### src/rtl/wb_stage_multi.sv
// wb_stage_multi: multi-lane write-back stage with byte-enabled RF ports, stall/forward info and difftest trace.
// Optional feature macro WB_SERIAL_TRACE_EN: retire one lane per cycle with a single trace slot.
module wb_stage_multi #(
    parameter int LANES = 2,
    parameter int DW    = 32,
    parameter int AW    = 5,
    parameter int PCW   = 32,
    localparam int BW   = DW / 8,
    localparam int LW   = BW + AW + DW + PCW,
`ifdef WB_SERIAL_TRACE_EN
    localparam int TW   = 1
`else
    localparam int TW   = LANES
`endif
) (
    input  logic                    clk,
    input  logic                    resetn,
    output logic                    ws_allowin,
    input  logic                    ms_to_ws_valid,
    input  logic [LANES-1:0]        ms_to_ws_lane_valid,
    input  logic [LANES*LW-1:0]     ms_to_ws_bus,
    output logic [LANES*BW-1:0]     ws_to_rf_we,
    output logic [LANES*AW-1:0]     ws_to_rf_waddr,
    output logic [LANES*DW-1:0]     ws_to_rf_wdata,
    output logic [LANES*(1+AW)-1:0] stall_ws_bus,
    output logic [LANES*(1+DW)-1:0] forward_ws_bus,
    output logic [TW*PCW-1:0]       debug_wb_pc,
    output logic [TW*BW-1:0]        debug_wb_rf_wen,
    output logic [TW*AW-1:0]        debug_wb_rf_wnum,
    output logic [TW*DW-1:0]        debug_wb_rf_wdata
);
    logic                        ws_valid, ws_ready_go, run;
    logic [LANES-1:0]            lane_valid_r, lv;
    logic [LANES*LW-1:0]         bus_r;
    logic [LANES-1:0][BW-1:0]    gr_we, we, pw;
    logic [LANES-1:0][AW-1:0]    dest;
    logic [LANES-1:0][DW-1:0]    result;
    logic [LANES-1:0][PCW-1:0]   pc;
    logic [LANES-1:0]            live;

    assign ws_allowin = !ws_valid || ws_ready_go;

    // unpack lanes; a lane is effective only if it and every older lane are valid
    always_comb begin
        run = ws_valid;
        for (int i = 0; i < LANES; i++) begin
            {gr_we[i], dest[i], result[i], pc[i]} = bus_r[i*LW +: LW];
            run   = run & lane_valid_r[i];
            lv[i] = run;
            we[i] = gr_we[i] & {BW{lv[i] && (dest[i] != '0)}};
        end
    end

`ifdef WB_SERIAL_TRACE_EN
    localparam int IW = LANES > 1 ? $clog2(LANES) : 1;
    logic [IW-1:0] idx, last;

    // one lane per cycle: only port idx writes, lanes already retired report nothing
    always_comb begin
        last = '0;
        for (int i = 0; i < LANES; i++) begin
            if (lv[i]) last = IW'(i);
            live[i] = IW'(i) >= idx;
            pw[i]   = (IW'(i) == idx) ? we[i] : '0;
        end
        ws_ready_go       = !(|lv) || (idx == last);
        debug_wb_pc       = pc[idx];
        debug_wb_rf_wen   = we[idx];
        debug_wb_rf_wnum  = dest[idx];
        debug_wb_rf_wdata = result[idx];
    end

    // lane cursor restarts on capture and advances while the group is still retiring
    always_ff @(posedge clk or negedge resetn) begin
        if (!resetn)                           idx <= '0;
        else if (ms_to_ws_valid && ws_allowin) idx <= '0;
        else if (ws_valid && !ws_ready_go)     idx <= idx + 1'b1;
    end
`else
    // whole group retires at once; a younger lane to the same dest wins each byte
    always_comb begin
        ws_ready_go = 1'b1;
        live        = '1;
        pw          = we;
        for (int i = 0; i < LANES; i++) begin
            for (int k = i + 1; k < LANES; k++)
                if (dest[k] == dest[i]) pw[i] = pw[i] & ~we[k];
            debug_wb_pc[i*PCW +: PCW]      = pc[i];
            debug_wb_rf_wen[i*BW +: BW]    = pw[i];
            debug_wb_rf_wnum[i*AW +: AW]   = dest[i];
            debug_wb_rf_wdata[i*DW +: DW]  = result[i];
        end
    end
`endif

    // per-port register file writes and per-lane hazard info for ID
    always_comb begin
        for (int i = 0; i < LANES; i++) begin
            ws_to_rf_we[i*BW +: BW]           = pw[i];
            ws_to_rf_waddr[i*AW +: AW]        = dest[i];
            ws_to_rf_wdata[i*DW +: DW]        = result[i];
            stall_ws_bus[i*(1+AW) +: 1+AW]    = {(|we[i]) && live[i], dest[i]};
            forward_ws_bus[i*(1+DW) +: 1+DW]  = {lv[i] && live[i], result[i]};
        end
    end

    // group register: capture on handshake, drop valid once retired with nothing new
    always_ff @(posedge clk or negedge resetn) begin
        if (!resetn) begin
            ws_valid     <= 1'b0;
            lane_valid_r <= '0;
            bus_r        <= '0;
        end else if (ms_to_ws_valid && ws_allowin) begin
            ws_valid     <= 1'b1;
            lane_valid_r <= ms_to_ws_lane_valid;
            bus_r        <= ms_to_ws_bus;
        end else if (ws_allowin) begin
            ws_valid     <= 1'b0;
        end
    end
endmodule

### config.mk
export PLATFORM = sky130hd
export DESIGN_NAME = wb_stage_multi
export DESIGN_NICKNAME = d
export VERILOG_FILES = /design/src/rtl/wb_stage_multi.sv
export SDC_FILE = /design/constraint.sdc
export NUM_CORES = 1
export LEC_CHECK = 0
export ABC_AREA = 1
export CAP_MARGIN = 25
export CORE_AREA = 2 2 176 178
export CTS_CLUSTER_SIZE = 40
export DETAILED_ROUTE_END_ITERATION = 12
export DIE_AREA = 0 0 178 180
export PLACE_DENSITY_LB_ADDON = 0.3
export SLEW_MARGIN = 20
export SYNTH_ARGS = -nofsm -noshare
export SYNTH_HDL_FRONTEND = slang
export SYNTH_SLANG_ARGS = --single-unit
### constraint.sdc
create_clock -name clk -period 1.7 [get_ports clk]
set_clock_uncertainty 0.1 [all_clocks]
set_input_delay 0.34 -clock clk [delete_from_list [all_inputs] [get_ports clk]]
set_output_delay 0.34 -clock clk [all_outputs]
set_load 0.03 [all_outputs]
* Word level (Yosys, flattened, before mapping)
Cells that the tools add are included.
** Operators by class
- Equality and inequality tests :: 1
- Muxes and demuxes :: 2
- Bitwise gates (word level) :: 6
- Reduce and logical (&&, ||, !) cells :: 6
** Operator list (number)
- bitwise AND 4 bit :: 3
- nonzero test 5 bit :: 2
- OR reduction 4 bit :: 2
- equality test 5 bit :: 1
- 2-to-1 mux 4 bit :: 1
- inverter 4 bit :: 1
- bitwise AND 1 bit :: 2
- logical AND 1 bit :: 2
- 2-to-1 mux 1 bit :: 1
** Word-level totals
- Register bits :: 149
- Bits of input ports :: 151

* Logic depth before layout (Yosys ltp)
Gate-level depths: netlist (run 1).
- Depth in word-level cells :: 7
- Gate-level depth with buffers :: 8
- Mapped depth without buffers :: 7

* Least setup slack after synthesis (run 1)
Ideal clock, no wire load.
- Path type :: register to output
- Start point :: register lane_valid_r[0]
- End point :: output port ws_to_rf_we[0]
- Arrival time :: 1611 ps
- Data required time :: 1260 ps
- Slack :: -351 ps
- Cell stages (with the launch flop) :: 8
- Buffers on the path :: 1
- Cell sequence :: dfrtp_1 > nand2_1 > inv_1 > o21ai_0 > inv_1 > nand2_1 > nor2_1 > buf_4
** Between the ends
- Word-level cells in the longest chain between the ends :: 7
** RTL lines
- start, declared :: line 33 : logic [LANES-1:0] lane_valid_r, lv;
- start signal, assigned :: line 115 : lane_valid_r <= ms_to_ws_lane_valid;
- bitwise AND 1 bit * :: line 48 : run = run & lane_valid_r[i];
- net forward_ws_bus[32] :: line 26 : output logic [LANES*(1+DW)-1:0] forward_ws_bus,
- bitwise AND 1 bit :: line 48
- logical AND 1 bit :: line 50 : we[i] = gr_we[i] & {BW{lv[i] && (dest[i] != '0)}};
- bitwise AND 4 bit :: line 50
- inverter 4 bit :: line 87 : if (dest[k] == dest[i]) pw[i] = pw[i] & ~we[k];
- bitwise AND 4 bit :: line 87
- 2-to-1 mux 4 bit * :: line 87
- end, declared :: line 22 : output logic [LANES*BW-1:0] ws_to_rf_we,
The timed path passes the listed nets; every way through them passes the cells marked *.

* Worst setup path after layout (run 1)
- Start point :: register bus_r[138]
- End point :: output port stall_ws_bus[11]
** Between the ends
- Word-level cells in the longest chain between the ends :: 4
** RTL lines
- start, declared :: line 34 : logic [LANES*LW-1:0] bus_r;
- start signal, assigned :: line 116 : bus_r <= ms_to_ws_bus;
- nonzero test 5 bit :: line 50
- logical AND 1 bit :: line 50
- bitwise AND 4 bit :: line 50
- OR reduction 4 bit :: line 102 : stall_ws_bus[i*(1+AW) +: 1+AW] = {(|we[i]) && live[i], dest[i]};
- end, declared :: line 25 : output logic [LANES*(1+AW)-1:0] stall_ws_bus,
No other way between the ends.

==> metrics.md, run 1 <==
| Metric | Value |
|---|---|
| Leakage power | `5.58 nW` |
| Initial antenna violation count | `0` |
| Final wirelength | `21300 um` |
| Crit path required time | `1260 ps` |
| Post-synth top cells | `buf_4 (296), dfrtp_1 (149), mux2_4 (98), mux2_2 (39), nand2_1 (32)` |
| CTS Root Cell | `clkbuf_16` |
| Largest net degree at the start of global routing | `46` |
| Sequential share of power | `0.340` |
| Vias/cell | `3.92` |
| TritonCTS clock tree | `yes` |
| Critical-path maximum fanout | `4` |
| Synth Net Count | `838` |
| Hold WC Path Type | `input port to register` |
| Worst path cell trace | `nor2_1, nand4_1, buf_6, nand2_1, inv_1, o21ai_1, nand2_1, buf_6` |
| Crit path launch type | `register` |
| Dpl hpwl | `16000 um` |
| WL per Instance | `16.3 um` |
| Die Footprint | `0.0320 mm^2` |
| Total of max-cap violations | `0` |
| Seq/Total Area, Yosys | `0.445` |
| Logic pwr share | `0.307` |
| Unrepaired setup endpoints after global routing | `true` |
| Fillers | `2930` |
| Fmax | `454 MHz` |
| Async SR Flop Fraction | `1.00` |
| Tot GR Track Use | `0.131` |
| Final Wtd Congestion | `0.793` |
| Hold Crit Depth | `3` |
| DRC errors left | `0` |
| Number of H-tree levels | `4` |
| Post-synth top flop | `dfrtp_1` |
| Synth warnings | `0` |
| CTS max path bufs | `2` |
| Final worst setup slack | `-503 ps` |
| Multi-input logic area | `0.00236 mm^2` |
| Worst-skew pair later-pin latency | `420 ps` |
| Worst r2r path cells | `2` |
| Register area | `0.00373 mm^2` |
| Area grow syn2layout | `40.9%` |
| Tcrit/Tclk final | `1.30` |
| Post-placement setup slack | `-435 ps` |
| Post-layout min period | `2200 ps` |
| Pwr Density | `1050 mW/mm^2` |
| Clock sinks | `149` |
| Mapped Area | `0.00839 mm^2` |
| Internal power | `0.00829 W` |
| Avg Cell Area, Syn | `12.2 um^2` |
| Crit Path Class | `register to output pin` |
| First-pass DRT Iterations | `4` |
| Top cells by area, synth | `dfrtp_1 (44%), buf_4 (26%), mux2_4 (18%)` |
| Post-synth top area cell | `dfrtp_1` |
| Vias | `5124` |
| Share of post-route cells with drive strength above 1 | `0.485` |
| Clk network pwr share | `0.353` |
| Dpl cells | `1269` |
| First-pass GRT wire length | `32100 um` |
| Vias in the first global route | `5488` |
| Status | `finished with violations` |
| Grt total ovfl | `0` |
| Failing checks | `setup timing` |
| Critical Path Slowest Stage Cell | `dfrtp_1` |
| Cell variety after synth | `15` |
| CTS clk-pin slew, worst paths | `60 ps` |
| Leading cell type by number of instances after synthesis | `buf_4` |
| Switching Fraction | `0.330` |
| DIE HEIGHT | `180 um` |
| IO Pins | `458` |
| Worst EP arrival | `1760 ps` |
| Fin. max-slew vios | `0` |
| Placeable Area | `0.0302 mm^2` |
| Initial DRC Count | `135` |
| Hold Vio Cnt, Final | `0` |
| Fin area | `0.0118 mm^2` |
| Finished Layout Cells | `1306` |
| Crit-path max cell delay | `410 ps` |
| Placed instance area | `0.0115 mm^2` |
| DRT antenna net count | `0` |
| Nets@finish | `1049` |
| NetSw | `0.00408 W` |
| Die W | `178 um` |
| IO Port Bufs | `456` |
| #FFs+latches synth | `149` |
| Fin Hold WS | `278 ps` |
| Post-synth EDFFs | `0` |
| FP Rows | `64` |
| Finished Core Util | `0.392` |
| FF-to-FF setup slack | `680 ps` |
| Ant diodes | `0` |
| Finish-stage setup viols | `20` |
| VDD IR-drop max | `0.000586 V` |
| TritonCTS Buffers | `17` |
| Post-synth top area share | `0.445` |
| Initial Util | `0.278` |
| Syn Inst Count | `687` |
| Critical path capture point type | `output pin` |
==> metal layers <==
| metal | wire length, um | share of wire | GRT usage |
|---|---|---|---|
| met1 | 8240 | 0.39 | 0.145 |
| met5 | 0 | 0 | 0 |
| met3 | 2060 | 0.097 | 0.0484 |
| met2 | 10600 | 0.50 | 0.229 |
| met4 | 395 | 0.019 | 0.0436 |
==> sequential cells by signal, summed over array words and instances (netlist names) <==
register / count
lane_valid_r: 2
bus_r: 146
ws_valid: 1
==> power by group through the flow <==
stage | clock (W) | combinational, W | sequential (W)
6_report | 0.00436 | 0.00380 | 0.00421
5_1_grt | 0.00470 | 0.00398 | 0.00427
4_1_cts | 0.00453 | 0.00387 | 0.00421
3_5_place_dp | 0 | 0.00423 | 0.00427
3_3_place_gp | 0 | 0.00422 | 0.00426
2_1_floorplan | 0 | 0.00317 | 0.00418
==> area by class of cell <==
| class | instances | area share |
|---|---|---|
| multi-input cells | 206 | 0.199 |
| inverters | 18 | 0.00614 |
| well taps | 396 | 0.0419 |
| clock buffers | 19 | 0.0375 |
| repair buffers | 506 | 0.380 |
| flip-flops and latches | 149 | 0.316 |
| clock inverters | 12 | 0.0192 |
==> critical path: cells and delay by family, from the launching register on <==
| family | cells | cell delay [ps] |
|---|---|---|
| AND/OR/NAND/NOR | 4 | 460 |
| flip-flops | 1 | 410 |
| buffers and inverters | 3 | 400 |
| AO/OA/AOI/OAI | 1 | 80 |
==> cells in the final DEF (no fill, tap or decap), types with 11 or more instances in the layout <==
cell type,netlist,routed
clkdlybuf4s50_1,0,148
buf_2,5,25
o21ai_0,16,11
mux2_2,39,39
mux2_4,98,98
buf_4,296,39
clkdlybuf4s15_2,0,41
buf_12,0,13
clkbuf_16,0,17
clkbuf_2,0,98
dlygate4sd2_1,0,59
nand2_1,32,29
clkdlybuf4s15_1,0,58
buf_6,12,22
dfrtp_1,149,148
==> stage by stage <==
stage | power [W] | setup TNS [ps]
2_1_floorplan | 0.00735 | 0
4_1_cts | 0.0126 | -8230
5_1_grt | 0.0129 | -9710
6_report | 0.0124 | -7550
3_3_place_gp | 0.00849 | -1500
3_5_place_dp | 0.00850 | -1880
==> worst paths after layout <==
kind                               endpoint           start
max                        stall_ws_bus[11]      bus_r[138]
max reg2reg                       bus_r[72]       bus_r[72]
max in group asynchronous        bus_r[137]          resetn
min reg2reg                       bus_r[27]       bus_r[27]
min                               bus_r[67]  ms_to_ws_valid
min in group asynchronous         bus_r[60]          resetn
==> logic make-up (layout without fill, tap and decap cells) <==
group	Yosys count	after routing	share of synthesized area
multiplexers	137	137	0.228
flip-flops	149	149	0.445
AO/OA/AOI/OAI	16	16	0.00955
XOR/XNOR	1	1	0.00104
buffers and inverters	332	555	0.293
AND/OR/NAND/NOR	51	51	0.0240
other	1	1	0.000447
==> repair_timing <==
action	CTS	global route
endpoints found under the hold margin	29	0
gates resized for setup	607	211
hold buffers	1	0
pin swaps	10	10
endpoints found under the setup margin	303	166
buffers inserted	3	3
No activity file was read; power rests on OpenSTA's default activity.
==> inputs of run 2 (changes only) <==
- CTS_CLUSTER_SIZE: 40 -> 28
==> results of run 2 <==
Final layout, timing and power as in run 1 (identical DEF).
==> inputs of run 3 (changes only) <==
- CTS_BUF_LIST: default -> sky130_fd_sc_hd__clkbuf_8
- CTS_CLUSTER_DIAMETER: default -> 60
==> run 3 against run 2 <==
The flow still finishes with violations (setup timing). Power is 6.9% lower. Sequential cell count unchanged. Combinational power grew 4%. Critical path type unchanged. Highest routed layer unchanged. Cell area grew 1.2%. Maximum frequency decreased by 1.6%. Largest cell class unchanged. Largest power group is now sequential cells.
==> metrics.md, run 3 (synthesized netlist as in run 1, its figures left out) <==
| Metric | Value |
|---|---|
| Final worst setup slack | `-538 ps` |
| Crit Path Class | `register to output pin` |
| Hold Vio Cnt, Final | `0` |
| FP Rows | `64` |
| Crit path required time | `1260 ps` |
| Critical-path maximum fanout | `4` |
| CTS Root Cell | `clkbuf_8` |
| Top reg by flops | `bus_r` |
| Placeable Area | `0.0302 mm^2` |
| TritonCTS clock tree | `yes` |
| IO Pins | `458` |
| Pwr Density | `963 mW/mm^2` |
| IO Port Bufs | `456` |
| Final wirelength | `21500 um` |
| Tot GR Track Use | `0.133` |
| First-pass DRT Iterations | `4` |
| Critical path capture point type | `output pin` |
| Finished Core Util | `0.396` |
| Finish-stage setup viols | `22` |
| Hold WC Path Type | `input port to register` |
| Largest regs | `bus_r (146), lane_valid_r (2), ws_valid (1)` |
| Crit path launch type | `register` |
| Commonest non-fill, non-tap cells in the layout | `clkdlybuf4s50_1 (148), dfrtp_1 (144), clkdlybuf4s15_2 (142)` |
| DRC errors left | `0` |
| Max reg flops | `146` |
| Largest net degree at the start of global routing | `46` |
| Critical Path Slowest Stage Cell | `dfrtp_1` |
| WL per Instance | `16.4 um` |
| Sum Neg Setup Slack | `-8160 ps` |
| Clock sinks | `149` |
| Post-layout min period | `2240 ps` |
| Number of H-tree levels | `4` |
| Worst path cell trace | `nor2_1, nand4_1, buf_6, nand2_1, inv_1, o21ai_1, nand2_1, buf_6` |
| DIE HEIGHT | `180 um` |
| DRT antenna net count | `0` |
| Die Footprint | `0.0320 mm^2` |
| Grt total ovfl | `0` |
| Worst-skew pair later-pin latency | `440 ps` |
| Fin area | `0.0120 mm^2` |
| Vias/cell | `3.92` |
| Tcrit/Tclk final | `1.32` |
| Nets@finish | `1050` |
| First-pass GRT wire length | `32500 um` |
| TritonCTS Buffers | `17` |
| Failing checks | `setup timing` |
| Dpl hpwl | `16000 um` |
| Fin Hold WS | `247 ps` |
| Die W | `178 um` |
| Initial DRC Count | `135` |
| CTS clk-pin slew, worst paths | `90 ps` |
| Total of max-cap violations | `0` |
| CTS max path bufs | `2` |
| Initial antenna violation count | `0` |
| Fin. max-slew vios | `0` |
| Share of post-route cells with drive strength above 1 | `0.598` |
| Initial Util | `0.278` |
| Fmax | `447 MHz` |
| Worst EP arrival | `1800 ps` |
| Area grow syn2layout | `42.6%` |
| FF-to-FF setup slack | `680 ps` |
| Status | `finished with violations` |
| Placed instance area | `0.0115 mm^2` |
| Ant diodes | `0` |
| Commonest non-fill, non-tap cell in the layout | `clkdlybuf4s50_1` |
| Crit-path max cell delay | `420 ps` |
| Unrepaired setup endpoints after global routing | `true` |
| VDD IR-drop max | `0.000407 V` |
| Vias in the first global route | `5557` |
| Leakage power | `5.50 nW` |
| Vias | `5119` |
| Final Wtd Congestion | `0.793` |
==> run 3: cell count changes in the layout (fill, tap and decap cells not counted), moves of 13 or more <==
| cell | previous run | this run |
|---|---|---|
| clkdlybuf4s15_1 | 58 | 18 |
| clkbuf_16 | 17 | 0 |
| dlygate4sd2_1 | 59 | 0 |
| buf_2 | 25 | 81 |
| clkbuf_8 | 2 | 19 |
| buf_6 | 22 | 35 |
| clkbuf_2 | 98 | 21 |
| clkdlybuf4s15_2 | 41 | 142 |
==> run 3: report_power, final <==
part / total (W) / internal (W) / leakage, nW / switching (W)
clock network: 0.00336 / 0.00193 / 0.237 / 0.00144
registers: 0.00420 / 0.00390 / 1.74 / 0.000308
logic: 0.00395 / 0.00173 / 3.52 / 0.00222
==> run 3: stage by stage <==
stage | cells | power [W] | setup slack, ps
2_1_floorplan | 687 | 0.00735 | 7.58
3_3_place_gp | 1269 | 0.00849 | -389
3_5_place_dp | 1269 | 0.00850 | -435
4_1_cts | 1305 | 0.0118 | -567
5_1_grt | 1307 | 0.0121 | -645
6_report | 1307 | 0.0115 | -538
==> run 3: layout make-up <==
| class | count | area (um^2) |
|---|---|---|
| Timing Repair Buffer | 507 | 4810 |
| Sequential cell | 149 | 3730 |
| Inverter | 18 | 72.6 |
| Fill cell | 2941 | 18200 |
| Multi-Input combinational cell | 206 | 2360 |
| Tap cell | 396 | 495 |
| Clock buffer | 18 | 248 |
| Clock inverter | 13 | 230 |
==> run 3: metal layers <==
layer  track usage  wire, um
met5             0         0
met4        0.0475       393
met3        0.0474      2140
met2         0.231     10800
met1         0.147      8150
==> run 3: timing repair <==
action / in CTS / in global routing
hold buffers: 1 / 0
pin swaps: 10 / 11
cloned: 0 / 0
setup endpoints to repair: 304 / 137
endpoints found under the hold margin: 36 / 0
resized for setup: 963 / 211
buffers inserted: 5 / 6
==> run 3: worst paths after layout <==
| kind | end | cells after the start | from |
|---|---|---|---|
| max | stall_ws_bus[11] | 8 | bus_r[138] |
| min | bus_r[67] | 3 | ms_to_ws_valid |
| max reg2reg | bus_r[72] | 2 | bus_r[72] |
| min reg2reg | bus_r[10] | 1 | bus_r[10] |
| max in group asynchronous | bus_r[137] | 3 | resetn |
| min in group asynchronous | bus_r[60] | 2 | resetn |
==> run 3: critical path, delay by kind of cell, from the launching register on <==
family | cells | cell delay, ps
DFF | 1 | 420
and+or+nand+nor | 4 | 460
AOI/OAI and AO/OA | 1 | 80
buffers and inverters | 3 | 400
